$ cat src/rtl/blackjack_pkg.sv
// Shared BlackJack definitions: dealer FSM state encoding and legal card bounds.
package blackjack_pkg;

    typedef enum logic [2:0] {
        IDLE,
        DEAL,
        EVAL,
        HIT,
        DONE
    } dealer_state_t;

    localparam int CARD_MIN = 1;
    localparam int CARD_MAX = 10;

endpackage : blackjack_pkg

$ cat src/rtl/hand_slot_reg.sv
// Hand storage: slot array with clear, append-at-count, card count and the
// card legality filter. Illegal or over-capacity pushes leave state unchanged.
module hand_slot_reg
    import blackjack_pkg::*;
#(
    parameter int CARD_WL  = 4,
    parameter int CARD_NUM = 21,
    parameter int CNT_W    = $clog2(CARD_NUM) + 1
) (
    input  logic                         clk,
    input  logic                         rst_n,
    input  logic                         clear,
    input  logic                         push,
    input  logic [CARD_WL-1:0]           card,
    output logic                         card_legal,
    output logic [CARD_NUM*CARD_WL-1:0]  all_cards,
    output logic [CNT_W-1:0]             card_cnt
);

    logic [CARD_WL-1:0] slots [CARD_NUM];

    assign card_legal = (card >= CARD_WL'(CARD_MIN)) && (card <= CARD_WL'(CARD_MAX));

    always_ff @(posedge clk or negedge rst_n) begin
        if (!rst_n) begin
            for (int k = 0; k < CARD_NUM; k++) slots[k] <= '0;
            card_cnt <= '0;
        end else if (clear) begin
            for (int k = 0; k < CARD_NUM; k++) slots[k] <= '0;
            card_cnt <= '0;
        end else if (push && card_legal && (card_cnt < CNT_W'(CARD_NUM))) begin
            for (int k = 0; k < CARD_NUM; k++) begin
                if (CNT_W'(k) == card_cnt) slots[k] <= card;
            end
            card_cnt <= card_cnt + 1'b1;
        end
    end

    for (genvar g = 0; g < CARD_NUM; g++) begin : g_pack
        assign all_cards[g*CARD_WL +: CARD_WL] = slots[g];
    end

endmodule : hand_slot_reg

$ cat src/rtl/dealer_hand_fsm.sv
// Dealer hand builder: deals two cards, then hits until the evaluator reports
// bust, stand or a full hand. Define DEALER_HIT_SOFT17_EN to hit on soft 17.
module dealer_hand_fsm
    import blackjack_pkg::*;
#(
    parameter int CARD_WL  = 4,
    parameter int CARD_NUM = 21,
    parameter int MAX_SUM  = 31,
    parameter int TARGET   = 21,
    parameter int STAND_TH = 17,
    localparam int SCORE_W = $clog2(MAX_SUM),
    localparam int CNT_W   = $clog2(CARD_NUM) + 1
) (
    input  logic                         i_clk,
    input  logic                         i_rst_n,
    input  logic                         i_start,
    input  logic                         i_card_valid,
    input  logic [CARD_WL-1:0]           i_card,
    output logic                         o_card_ready,
    output logic [CARD_NUM*CARD_WL-1:0]  o_all_cards,
    output logic [CNT_W-1:0]             o_card_cnt,
    input  logic [SCORE_W-1:0]           i_sum_hand,
    input  logic [SCORE_W-1:0]           i_score,
    input  logic                         i_usable_ace,
    input  logic                         i_bust,
    output logic                         o_busy,
    output logic                         o_done,
    output logic [SCORE_W-1:0]           o_final_score,
    output logic                         o_final_bust
);

    // A threshold above the bust limit could never produce a stand.
    localparam int STAND_LIMIT = (STAND_TH < TARGET) ? STAND_TH : TARGET;

    dealer_state_t state;
    logic          card_take;
    logic          card_legal;
    logic          hand_clear;
    logic          stand;
    logic          hand_full;

    assign card_take  = i_card_valid && o_card_ready;
    assign hand_clear = i_start && ((state == IDLE) || (state == DONE));
    assign hand_full  = (o_card_cnt == CNT_W'(CARD_NUM));

`ifdef DEALER_HIT_SOFT17_EN
    assign stand = (i_sum_hand >= SCORE_W'(STAND_LIMIT)) &&
                   !((i_sum_hand == SCORE_W'(STAND_LIMIT)) && i_usable_ace);
`else
    logic unused_usable_ace;
    assign unused_usable_ace = i_usable_ace;
    assign stand = (i_sum_hand >= SCORE_W'(STAND_LIMIT));
`endif

    hand_slot_reg #(
        .CARD_WL  (CARD_WL),
        .CARD_NUM (CARD_NUM),
        .CNT_W    (CNT_W)
    ) u_slots (
        .clk        (i_clk),
        .rst_n      (i_rst_n),
        .clear      (hand_clear),
        .push       (card_take),
        .card       (i_card),
        .card_legal (card_legal),
        .all_cards  (o_all_cards),
        .card_cnt   (o_card_cnt)
    );

    // Ready is registered and dropped on the accepting edge, so every card
    // taken in HIT is followed by exactly one EVAL cycle.
    always_ff @(posedge i_clk or negedge i_rst_n) begin
        if (!i_rst_n) begin
            state         <= IDLE;
            o_card_ready  <= 1'b0;
            o_busy        <= 1'b0;
            o_done        <= 1'b0;
            o_final_score <= '0;
            o_final_bust  <= 1'b0;
        end else begin
            case (state)
                IDLE, DONE: begin
                    if (i_start) begin
                        state         <= DEAL;
                        o_card_ready  <= 1'b1;
                        o_busy        <= 1'b1;
                        o_done        <= 1'b0;
                        o_final_score <= '0;
                        o_final_bust  <= 1'b0;
                    end
                end
                DEAL: begin
                    if (card_take && card_legal && (o_card_cnt == CNT_W'(1))) begin
                        state        <= EVAL;
                        o_card_ready <= 1'b0;
                    end
                end
                HIT: begin
                    if (card_take && card_legal) begin
                        state        <= EVAL;
                        o_card_ready <= 1'b0;
                    end
                end
                EVAL: begin
                    if (i_bust || stand || hand_full) begin
                        state         <= DONE;
                        o_busy        <= 1'b0;
                        o_done        <= 1'b1;
                        o_final_score <= i_score;
                        o_final_bust  <= i_bust;
                    end else begin
                        state        <= HIT;
                        o_card_ready <= 1'b1;
                    end
                end
                default: begin
                    state        <= IDLE;
                    o_card_ready <= 1'b0;
                    o_busy       <= 1'b0;
                    o_done       <= 1'b0;
                end
            endcase
        end
    end

endmodule : dealer_hand_fsm

$ cat config.mk
export PLATFORM = sky130hd
export DESIGN_NAME = dealer_hand_fsm
export DESIGN_NICKNAME = d
export VERILOG_FILES = /design/src/rtl/blackjack_pkg.sv /design/src/rtl/hand_slot_reg.sv /design/src/rtl/dealer_hand_fsm.sv
export SDC_FILE = /design/constraint.sdc
export NUM_CORES = 1
export LEC_CHECK = 0
export CAP_MARGIN = 10
export CORE_AREA = 2 2 95 97
export CTS_CLUSTER_DIAMETER = 200
export DETAILED_ROUTE_END_ITERATION = 8
export DIE_AREA = 0 0 97 99
export DONT_BUFFER_PORTS = 1
export PLACE_DENSITY = 0.75
export SLEW_MARGIN = 20
export SYNTH_ARGS = -nofsm -noshare
export SYNTH_HDL_FRONTEND = slang
export SYNTH_SLANG_ARGS = --single-unit
$ cat constraint.sdc
create_clock -name i_clk -period 2.5 [get_ports i_clk]
set_input_delay 0.375 -clock i_clk [delete_from_list [all_inputs] [get_ports i_clk]]
set_output_delay 0.375 -clock i_clk [all_outputs]
set_load 0.05 [all_outputs]
Word-level counts from Yosys, hierarchy flattened --
Index checks and enable logic that the tools add are counted.
Operators by class: add/sub/neg operators 1, order comparisons 4, equality and inequality tests 31, muxes and demuxes 45, bitwise gates (word level) 1, reductions and logical operators 61
Operators with widths (number):
- $mux 84 | 2
- $mux 4 | 21
- $eq 4x6->1 const A | 8
- $reduce_bool 2->1 | 23
- $reduce_and 2->1 | 21
- $eq 5x6->1 const A | 5
- $eq 3x6->1 const A | 4
- $eq 2x6->1 const A | 2
- $mux 3 | 4
- $mux 6 | 2
- $pmux 3 s4 | 1
- $mux 5 | 2
- $ne 2x2->1 const B | 5
- $pmux 5 s2 | 1
- $reduce_and 3->1 | 3
- $mux 1 | 8
- $add 6x1->6 const B | 1
- $eq 1x6->1 const A | 1
- $eq 3x2->1 const B | 2
- $eq 6x1->1 const B | 1
- $eq 6x5->1 const B | 1
- $logic_and 1x1->1 | 6
- $logic_not 6->1 | 1
- $lt 6x5->1 const B | 1
- 13 further kinds | 17
Word-level totals: bits in registers 102, input port bits 20, output and inout bits 99, logic and storage cells 171

Logic depth before layout (Yosys ltp) --
word-level depth 6, gate-level depth with buffers 7

Cells and area by module --
From an unflattened synthesis, not the netlist that was laid out.
Second synthesis, totals: cells, all modules 411, area total of the unflattened synthesis 4917.2 um2
Modules (own cells, without submodules):
- hand_slot_reg | instances 1, cells an instance 349, area each 4294.1 um2, sequential area each 2252.2 um2
- dealer_hand_fsm | instances 1, cells an instance 62, area each 623.1 um2, sequential area each 300.3 um2

Worst setup path before layout --
Ideal clock, no wire load.
kind register -> register, from register u_slots.card_cnt[0], to register u_slots.slots, in the netlist u_slots.all_cards[4], setup time 0.137 ns, arrival 2.041 ns, data required time 2.363 ns, path slack 0.322 ns, cell stages (with the launch flop) 6, buffers on the path 0, period minus slack after synthesis 2.178 ns, cell sequence dfrtp_1 ha_1 or3b_2 nor3_1 nand2_1 mux2i_1
Between the ends: longest elaborated chain between the ends 4, elaborated cells between the ends (all ways) 6, those cells by class order compare: 1; eq/ne: 1; reduce/logical: 4
Ends and longest elaborated chain:
- from (decl) | line hand_slot_reg.sv:17 | output logic [CNT_W-1:0] card_cnt
- from (signal assigned) | line hand_slot_reg.sv:35 | card_cnt <= card_cnt + 1'b1;
- $lt 6x5->1 | line hand_slot_reg.sv:31 | end else if (push && card_legal && (card_cnt < CNT_W'(CARD_NUM))) begin
- $logic_and 1x1->1 | line hand_slot_reg.sv:31
- $reduce_bool 2->1 (no source line)
- $reduce_and 2->1 (no source line) *
- to (signal, indexed assignment) | line hand_slot_reg.sv:33 | if (CNT_W'(k) == card_cnt) slots[k] <= card;
- to (decl) | line hand_slot_reg.sv:20 | logic [CARD_WL-1:0] slots [CARD_NUM];
Mark *: on every way between the ends. The rest lies on a longest branch, timed or not. A chain may end at the register's enable or synchronous reset.

Final worst setup path --
from register u_slots.card_cnt[1], to register u_slots.slots, in the netlist u_slots.all_cards[5]
The elaborated chain is that of the path after synthesis.

==> results.sh <==
export IMPL_routed_wl_mm=10.6
export IMPL_dieArea_um2=9600
export IMPL_status="finished, violations left"
export IMPL_violations="negative hold slack"
export IMPL_place_hpwl_mm=7.27
export IMPL_numCtsBuffers=9
export IMPL_area_growth_synth_to_final_pct=7.54
export IMPL_initial_core_util_pct=53.3
export IMPL_cts_setup_buffers=0
export IMPL_fin_skew_ps=13.3
export IMPL_synth_ff_type="dfrtp_1"
export IMPL_post_route_cells_drive_above_1_share_pct=12.0
export IMPL_grt_first_pass_wirelength_mm=16.9
export IMPL_fmax_mhz=443
export IMPL_pre_cts_slack_ps=283
export IMPL_ys_seq_elements=102
export IMPL_async_flop_share_pct=100
export IMPL_pwr_density_cell_nw_per_um2=1000
export IMPL_r2r_cells=6
export IMPL_min_path_type="in -> async"
export IMPL_cp_arrival_ps=2540
export IMPL_dp_cells=501
export IMPL_clkSinkCount=102
export IMPL_detail_route_wl_per_cell_um=20.5
export IMPL_setup_worst_path_start="u_slots.card_cnt[1]"
export IMPL_port_buffers=0
export IMPL_p_leak_nw=2.35
export IMPL_worst_pin_slew_ps=635
export IMPL_drtIter0Drc=202
export IMPL_synthesis_area_um2=4560
export IMPL_required_ps=2780
export IMPL_grt_overflow=0
export IMPL_postSynthCellCount=404
export IMPL_path_cells="inv_1 > ha_1 > or3b_2 > nor3_1 > nand2_1 > mux2i_1"
export IMPL_viasPerCell=5.88
export IMPL_rsz0062_at_grt="false"
export IMPL_finalSetupViolations=0
export IMPL_syn_avg_cell_area_um2=11.3
export IMPL_diodes=0
export IMPL_num_vias=3042
export IMPL_cts_resized=0
export IMPL_setup_tns_ps=0
export IMPL_dr_pass1_iters=4
export IMPL_fp_coreArea_um2=8550
export IMPL_timing_rr_end="u_slots.all_cards[5]"
export IMPL_rows=34
export IMPL_die_w_um=97
export IMPL_synth_edf_count=0
export IMPL_ant_nets=0
export IMPL_grt_max_degree=103
export IMPL_grt_use_total_pct=22.3
export IMPL_ctsHtreeMaxLevel=3
export IMPL_finalHoldWorstSlack_ps=-296
export IMPL_antenna_found_initial=0
export IMPL_drc=0
export IMPL_setup_slack_ps=242
export IMPL_period_needed_ps=2260
export IMPL_final_cells=517
export IMPL_p_total_mw=4.92
export IMPL_cts_tree="yes"
export IMPL_cts_root_buffer="clkbuf_8"
export IMPL_synth_nets=429
export IMPL_cp_end_kind="flip-flop"
export IMPL_hold_violations=102
export IMPL_critical_path_max_stage_delay_ps=540
export IMPL_place_gp_congestion=0.850
export IMPL_finalCritPeriodShare_pct=90.3
export IMPL_crit_path_max_fanout=5
export IMPL_critPathSlowestCell="or3b_2"
export IMPL_die_h_um=99
export IMPL_r2r_start="u_slots.card_cnt[1]"
export IMPL_ys_seq_area_share_pct=56.0
export IMPL_synth_distinct_cells=39
export IMPL_path_clk_slew_ps=100
export IMPL_final_max_slew_violation_count=0
export IMPL_yosysWarnings=0
export IMPL_grt_pass1_vias=3104
export IMPL_fill_cells=701
export IMPL_crit_type="reg -> reg"
export IMPL_peakVddDrop_v=0.000360
export IMPL_cap_violations=0
export IMPL_ios=119
export IMPL_clock_tree_buffer_depth=2
export IMPL_slew_headroom_pct=57.6
export IMPL_ff2ff_setup_slack_ps=240
export IMPL_critPathLaunchType="flip-flop"
export IMPL_nets=429
export IMPL_insertion_delay_ps=360
-- where the power goes --
group | switching [mW] | internal, mW
logic | 0.774 | 0.388
registers | 0.883 | 1.87
clock network | 0.597 | 0.408
-- cell type report --
| class | count | area [µm²] | area share [%] |
|---|---|---|---|
| Timing Repair Buffer | 15 | 125 | 2.55 |
| Tap cell | 108 | 135 | 2.76 |
| Multi-Input combinational cell | 272 | 1890 | 38.5 |
| Clock inverter | 6 | 52.6 | 1.07 |
| Clock buffer | 10 | 138 | 2.81 |
| Sequential cell | 102 | 2550 | 52.0 |
| Inverter | 4 | 15.0 | 0.306 |
-- stage by stage --
| stage | cell area, µm² | utilization [%] | hold WS [ps] |
|---|---|---|---|
| floorplan | 4560 | - | 79.4 |
| global placement | 4710 | 55.1 | 82.2 |
| detailed placement | 4710 | 55.1 | 82.7 |
| CTS | 4900 | 57.4 | -322 |
| global route | 4900 | 57.4 | -330 |
| finish | 4900 | 57.4 | -296 |
-- critical path, delay by kind of cell, from the launching register on --
kind,cells,cell delay [ps]
fa+ha+maj,1,200
buf+inv,1,100
flops,1,390
mux,1,250
simple gates,3,1240
-- kinds of logic (layout without fill, tap and decap cells) --
| logic type | count (synthesis) | count (layout) | synth area share, % |
|---|---|---|---|
| compound gates | 30 | 30 | 4.94 |
| fa+ha+maj | 5 | 5 | 1.37 |
| buf+inv | 30 | 35 | 2.72 |
| flops | 102 | 102 | 56.0 |
| mux | 86 | 86 | 18.9 |
| simple gates | 151 | 151 | 16.1 |
-- synthesized netlist by cell type (all sizes together), types with 3 or more instances --
cell	number	area, µm²
inv	4	15.0
nor3	13	125
nand2	99	372
o21ai	4	20.0
a21o	3	22.5
nor2	5	18.8
and2	3	18.8
nand2b	5	31.3
nand4	3	18.8
clkbuf	24	90.1
or2	3	18.8
a22o	6	52.6
nor2b	4	25.0
a21oi	4	20.0
nor4	3	18.8
dfrtp	102	2550
ha	5	62.6
nand3	5	25.0
mux2i	86	861
-- state kept, by name, indices dropped and copies added, names as in the netlist --
register           count
o_card_ready           1
o_done                 1
u_slots.card_cnt       6
state                  3
o_busy                 1
o_final_score          5
u_slots.all_cards     84
o_final_bust           1
-- worst max-delay path by stage --
| stage | end | slack (ps) | cells past startpoint |
|---|---|---|---|
| after detailed placement | u_slots.all_cards[5] | 280 | 6 |
| after global routing | u_slots.all_cards[4] | 100 | 6 |
| after global placement | u_slots.all_cards[6] | 360 | 6 |
| final | u_slots.all_cards[5] | 240 | 6 |
| after floorplan | u_slots.all_cards[4] | 320 | 5 |
| after CTS | u_slots.all_cards[5] | 260 | 6 |
-- placed cells by master, fill, tap and decap left out, types with 2 or more instances in the layout --
cell type	count
dfrtp_1	102
nand2_1	98
mux2i_1	86
buf_4	14
nor3_2	12
clkbuf_8	10
a22o_1	6
nor2_1	5
nand3_1	5
nand2b_1	5
ha_1	5
inv_1	4
a21oi_1	4
nor2b_1	4
o21ai_0	4
a21o_1	3
nor4_1	3
or2_2	3
and2_1	3
nand4_1	3
inv_6	3
a211o_1	2
o41ai_1	2
o211ai_1	2
nor4b_1	2
clkinvlp_4	2
-- routing by layer --
layer | vias up | wire (µm) | global-route usage, %
met3 | 13 | 723 | 5.67
met1 | 1537 | 4570 | 29.1
met5 | - | 0 | 0
met2 | 103 | 5180 | 37.2
met4 | 0 | 132 | 6.72
li1 | 1389 | - | -
Note: power is estimated with default switching activity, not from simulation.
==> patch 1 (same settings) <==
`CARD_WL` is set to 4 in 2 places; all go to 5.
--- a/src/rtl/hand_slot_reg.sv
+++ b/src/rtl/hand_slot_reg.sv
@@ -5,3 +5,3 @@
 #(
-    parameter int CARD_WL  = 4,
+    parameter int CARD_WL  = 5,
     parameter int CARD_NUM = 21,
--- a/src/rtl/dealer_hand_fsm.sv
+++ b/src/rtl/dealer_hand_fsm.sv
@@ -5,3 +5,3 @@
 #(
-    parameter int CARD_WL  = 4,
+    parameter int CARD_WL  = 5,
     parameter int CARD_NUM = 21,
Interface: changed (resized i_card and o_all_cards); port bits go from 119 to 141. The function was not compared with the original's and may differ.
==> patch 1 against the original RTL <==
- largest cell class unchanged
- design area up 28%
- largest power group unchanged
- highest routed layer unchanged
- clock skew down 0.0060 ns
- the flow still finishes with violations (negative hold slack)
- sequential cell count rose by 21
- routed wire length increased by 26%
- sequential share of layout area shrank 2.9 points
- synthesized area increased by 21%
- sequential power grew 6%
- setup slack better by 0.19 ns
- total power grew 31%
==> patch 1: results (changes against the original RTL) <==
{| class="wikitable"
! Metric !! Value
|-
| First-pass GRT wire length || 21.39 mm (was 16.93 mm)
|-
| Pre-Repair DR Iteration Count || 5 (was 4)
|-
| Violations in the final reports || negative hold slack (unchanged)
|-
| Setup slack of the most critical reg-to-reg path || 0.43 ns (was 0.24 ns)
|-
| Arrival time of data at the critical path endpoint || 2.48 ns (was 2.54 ns)
|-
| Highest fanout seen on the critical path || 6 (was 5)
|-
| Routing usage on met2 || 0.4690 (was 0.3718)
|-
| Count of placed standard cells including taps || 592 (was 501)
|-
| Multiplexer share of the synthesized area || 0.1139 (was 0.1888)
|-
| Slowest-stage cell, CP || sky130_fd_sc_hd__nand4b_1 (was sky130_fd_sc_hd__or3b_2)
|-
| Final #Nets || 535 (was 429)
|-
| Filler cell count || 610 (was 701)
|-
| Detail-routed net length per standard cell || 21.29 µm (was 20.52 µm)
|-
| Total count of hold-check failures in the final report || 123 (was 102)
|-
| Via count of the routed design || 4043 (was 3042)
|-
| Max-slew headroom at the worst pin || 0.3555 (was 0.5759)
|-
| Max FFs per register || 105 (was 84)
|-
| Biggest area contributors in the synthesized netlist || sky130_fd_sc_hd__dfrtp_1, sky130_fd_sc_hd__mux2i_1, sky130_fd_sc_hd__nand2_1 (unchanged)
|-
| Clock network latency to the later pin of the worst-skew pair || 0.52 ns (was 0.36 ns)
|-
| Status || finished, violations left (unchanged)
|-
| GRT met3 Usage || 0.1078 (was 0.05674)
|-
| RePlAce Congestion || 0.8196 (was 0.8498)
|-
| Share of cells above drive strength 1 || 0.1322 (was 0.1198)
|-
| Dpl ws || 0.4800 ns (was 0.2829 ns)
|-
| Met1 capacity usage during global routing || 0.3609 (was 0.2907)
|-
| Worst hold-check slack || -0.4542 ns (was -0.2955 ns)
|-
| Worst supply voltage drop on vdd || 0.0007962 V (was 0.0003600 V)
|-
| Number of nets in the synthesized netlist || 534 (was 429)
|-
| Clock period minus worst slack || 2.071 ns (was 2.258 ns)
|-
| Starting DRC count in detailed routing || 224 (was 202)
|-
| Synthesized-area fraction occupied by ao, oa, aoi and oai cells || 0.1109 (was 0.04938)
|-
| Clock transition at the registers of the reported paths || 0.06 ns (was 0.10 ns)
|-
| Leakage power || 3.287 nW (was 2.352 nW)
|-
| Synth cell count leaders || sky130_fd_sc_hd__dfrtp_1, sky130_fd_sc_hd__nand2_1, sky130_fd_sc_hd__mux2i_1 (unchanged)
|-
| Worst path max stage delay || 0.48 ns (was 0.54 ns)
|-
| Average vias per placed instance || 6.417 (was 5.884)
|-
| Number of H-tree branching levels || 4 (was 3)
|}
==> patch 1: cell count changes in the layout (fill, tap and decap cells not counted), sizes merged, moves of 11 or more <==
cell	change
nand4	+28
nand2	-20
and3	+15
dfrtp	+21
o21ai	+28
mux2i	-23
nor3	-11
a21oi	+32
==> patch 1: cell type report <==
cell class | count | area share
Inverter | 13 | 0.007784
Multi-Input combinational cell | 329 | 0.3531
Tap cell | 108 | 0.02156
Sequential cell | 123 | 0.4910
Timing Repair Buffer | 25 | 0.03234
Clock buffer | 18 | 0.06667
Clock inverter | 14 | 0.02754
==> patch 1: per-layer routing <==
| layer | routed length [µm] | up-vias | share of wire |
|---|---|---|---|
| met1 | 5468 | 2042 | 0.41 |
| met4 | 243 | 0 | 0.018 |
| met3 | 1134 | 24 | 0.085 |
| met2 | 6566 | 171 | 0.49 |
| li1 | - | 1806 | - |
| met5 | 0 | - | 0 |
==> patch 1: kinds of logic (layout without fill, tap and decap cells) <==
kind of cell,Yosys count,count (layout)
AO/OA/AOI/OAI,95,95
adder cells (fa/ha/maj),5,5
buffers and inverters,56,70
flip-flops,123,123
multiplexers,63,63
AND/OR/NAND/NOR,166,166
==> patch 1: worst max-delay path, delay by kind of cell (launching register included) <==
family,cells,cell delay (ns)
and+or+nand+nor,3,0.92
DFF,1,0.38
AOI/OAI and AO/OA,1,0.38
adders and majority gates,1,0.18
buffers and inverters,1,0.12
==> patch 1: where the power goes <==
| group | switching (W) | internal (W) | total (W) |
|---|---|---|---|
| clock | 0.000883 | 0.00152 | 0.00240 |
| combinational | 0.000793 | 0.000337 | 0.00113 |
| sequential | 0.000748 | 0.00218 | 0.00293 |
| total | 0.00242 | 0.00404 | 0.00647 |
==> patch 1: worst max path at each step <==
stage	start	endpoint	slack (ns)	cells past startpoint
floorplan	u_slots.card_cnt[1]	o_done	0.38	7
global placement	i_card[4]	u_slots.all_cards[23]	0.55	4
detailed placement	u_slots.card_cnt[0]	u_slots.all_cards[79]	0.48	6
CTS	u_slots.card_cnt[0]	u_slots.all_cards[79]	0.45	6
global route	u_slots.card_cnt[0]	u_slots.all_cards[79]	0.19	6
finish	u_slots.card_cnt[0]	u_slots.all_cards[79]	0.43	6
==> patch 1: per-stage QoR <==
stage | utilization | area [µm²]
after CTS | 0.7331 | 6269
final | 0.7331 | 6269
after global placement | 0.6570 | 5618
after global routing | 0.7331 | 6269
after floorplan | - | 5538
after detailed placement | 0.6570 | 5618
==> patch 2 (config.mk and constraints unchanged) <==
Made on the original files. Re-encode `dealer_state_t` (5 states) as Gray code, 3 bits wide.
--- a/src/rtl/blackjack_pkg.sv
+++ b/src/rtl/blackjack_pkg.sv
@@ -4,7 +4,7 @@
     typedef enum logic [2:0] {
-        IDLE,
-        DEAL,
-        EVAL,
-        HIT,
-        DONE
+        IDLE = 3'b000,
+        DEAL = 3'b001,
+        EVAL = 3'b011,
+        HIT  = 3'b010,
+        DONE = 3'b110
     } dealer_state_t;
Behaviour: no difference found for any inputs over 10 cycles, from zero or initial values and one cycle with i_rst_n low; not proved beyond that.
==> patch 2 against the original RTL <==
- the flow still finishes with violations (negative hold slack)
- via count up 17%
- sequential cell count unchanged
- sequential share of layout area down 4.0 points
- first-iteration DRC count fell by 14%
- setup slack worse by 0.0017 ns
- worst hold slack worse by 0.011 ns
- total power rose by 0.72%
- design area up 8.3%
- synthesized area grew 9.6%
- routed wire length rose by 2.5%
- count of clock-buffer cells in the layout grew 1
- critical endpoint is now o_card_ready
- largest cell class unchanged
- largest power group unchanged
==> patch 2: results (changes against the original RTL) <==
{| class="wikitable"
! Metric !! Value
|-
| Violations in the final reports || negative hold slack (unchanged)
|-
| Dpl ws || 0.2658 ns (was 0.2829 ns)
|-
| Yosys cell types || 44 (was 39)
|-
| Internal power consumption || 0.002776 W (was 0.002668 W)
|-
| Worst-Margin Slew || 0.5565 ns (was 0.6351 ns)
|-
| Post-DP Area || 5104 µm² (was 4715 µm²)
|-
| Final #Nets || 501 (was 429)
|-
| Routed met3 length || 730 µm (was 723 µm)
|-
| Worst supply voltage drop on vdd || 0.0008042 V (was 0.0003600 V)
|-
| Estimated wirelength of the detail-placed design || 7.274 mm (was 7.271 mm)
|-
| Via count of the routed design || 3570 (was 3042)
|-
| Total count of hold-check failures in the final report || 102 (unchanged)
|-
| Reg2reg end || o_card_ready (was u_slots.all_cards[5])
|-
| Worst hold-check slack || -0.3067 ns (was -0.2955 ns)
|-
| RePlAce Congestion || 0.8361 (was 0.8498)
|-
| Met1 capacity usage during global routing || 0.3183 (was 0.2907)
|-
| Gate count of the mapped netlist || 488 (was 404)
|-
| Status || finished, violations left (unchanged)
|-
| Detail-routed net length per standard cell || 18.49 µm (was 20.52 µm)
|-
| Pre-Repair DR Iteration Count || 5 (was 4)
|-
| First-pass GRT wire length || 18.25 mm (was 16.93 mm)
|-
| Number of nets in the synthesized netlist || 513 (was 429)
|-
| Setup Skew || 0.009482 ns (was 0.01329 ns)
|-
| Slowest-stage cell, CP || sky130_fd_sc_hd__or3b_1 (was sky130_fd_sc_hd__or3b_2)
|-
| Average vias per placed instance || 6.071 (was 5.884)
|-
| Starting DRC count in detailed routing || 174 (was 202)
|-
| Via count of the first global-routing pass || 3370 (was 3104)
|}
## patch 2: cell types whose count changed after synthesis, sizes merged, moves of 4 or more
cell     before  now
nand2        99   91
nand3         5   56
a2111oi       0   15
a2111o        0    4
nor2          5   21
nor3         13    2
a22o          6    0
inv           4   13
mux2i        86   39
o21ai         4   57
buf           2   10
## patch 2: cell families after synthesis
kind of cell             Yosys count  synth area share
AO/OA/AOI/OAI                     97            0.1760
XOR/XNOR                           1          0.001753
adder cells (fa/ha/maj)            5           0.01252
buffers and inverters             50           0.04305
flip-flops                       102            0.5106
multiplexers                      39           0.07810
AND/OR/NAND/NOR                  194            0.1780
## patch 2: worst max path at each step
stage	depth (start not counted)	to	from
after floorplan	7	o_card_ready	u_slots.card_cnt[1]
after global placement	6	o_card_ready	u_slots.card_cnt[1]
after detailed placement	6	o_card_ready	u_slots.card_cnt[1]
after CTS	6	o_card_ready	u_slots.card_cnt[1]
after global routing	5	u_slots.all_cards[34]	u_slots.card_cnt[0]
final	6	o_card_ready	u_slots.card_cnt[1]
## patch 2: area by class of cell
cell class / instances / area share
Clock buffer: 11 / 0.02851
Clock inverter: 4 / 0.01037
Inverter: 13 / 0.009189
Multi-Input combinational cell: 336 / 0.4237
Sequential cell: 102 / 0.4807
Tap cell: 108 / 0.02545
Timing Repair Buffer: 14 / 0.02215
## patch 2: power groups by stage
| stage | combinational (W) | sequential, W | clock (W) |
|---|---|---|---|
| 6_report | 0.00121 | 0.00268 | 0.00107 |
| 5_1_grt | 0.00134 | 0.00271 | 0.00116 |
| 4_1_cts | 0.00121 | 0.00268 | 0.00109 |
| 3_5_place_dp | 0.00121 | 0.00271 | 0 |
| 3_3_place_gp | 0.00116 | 0.00270 | 0 |
| 2_1_floorplan | 0.000924 | 0.00271 | 0 |
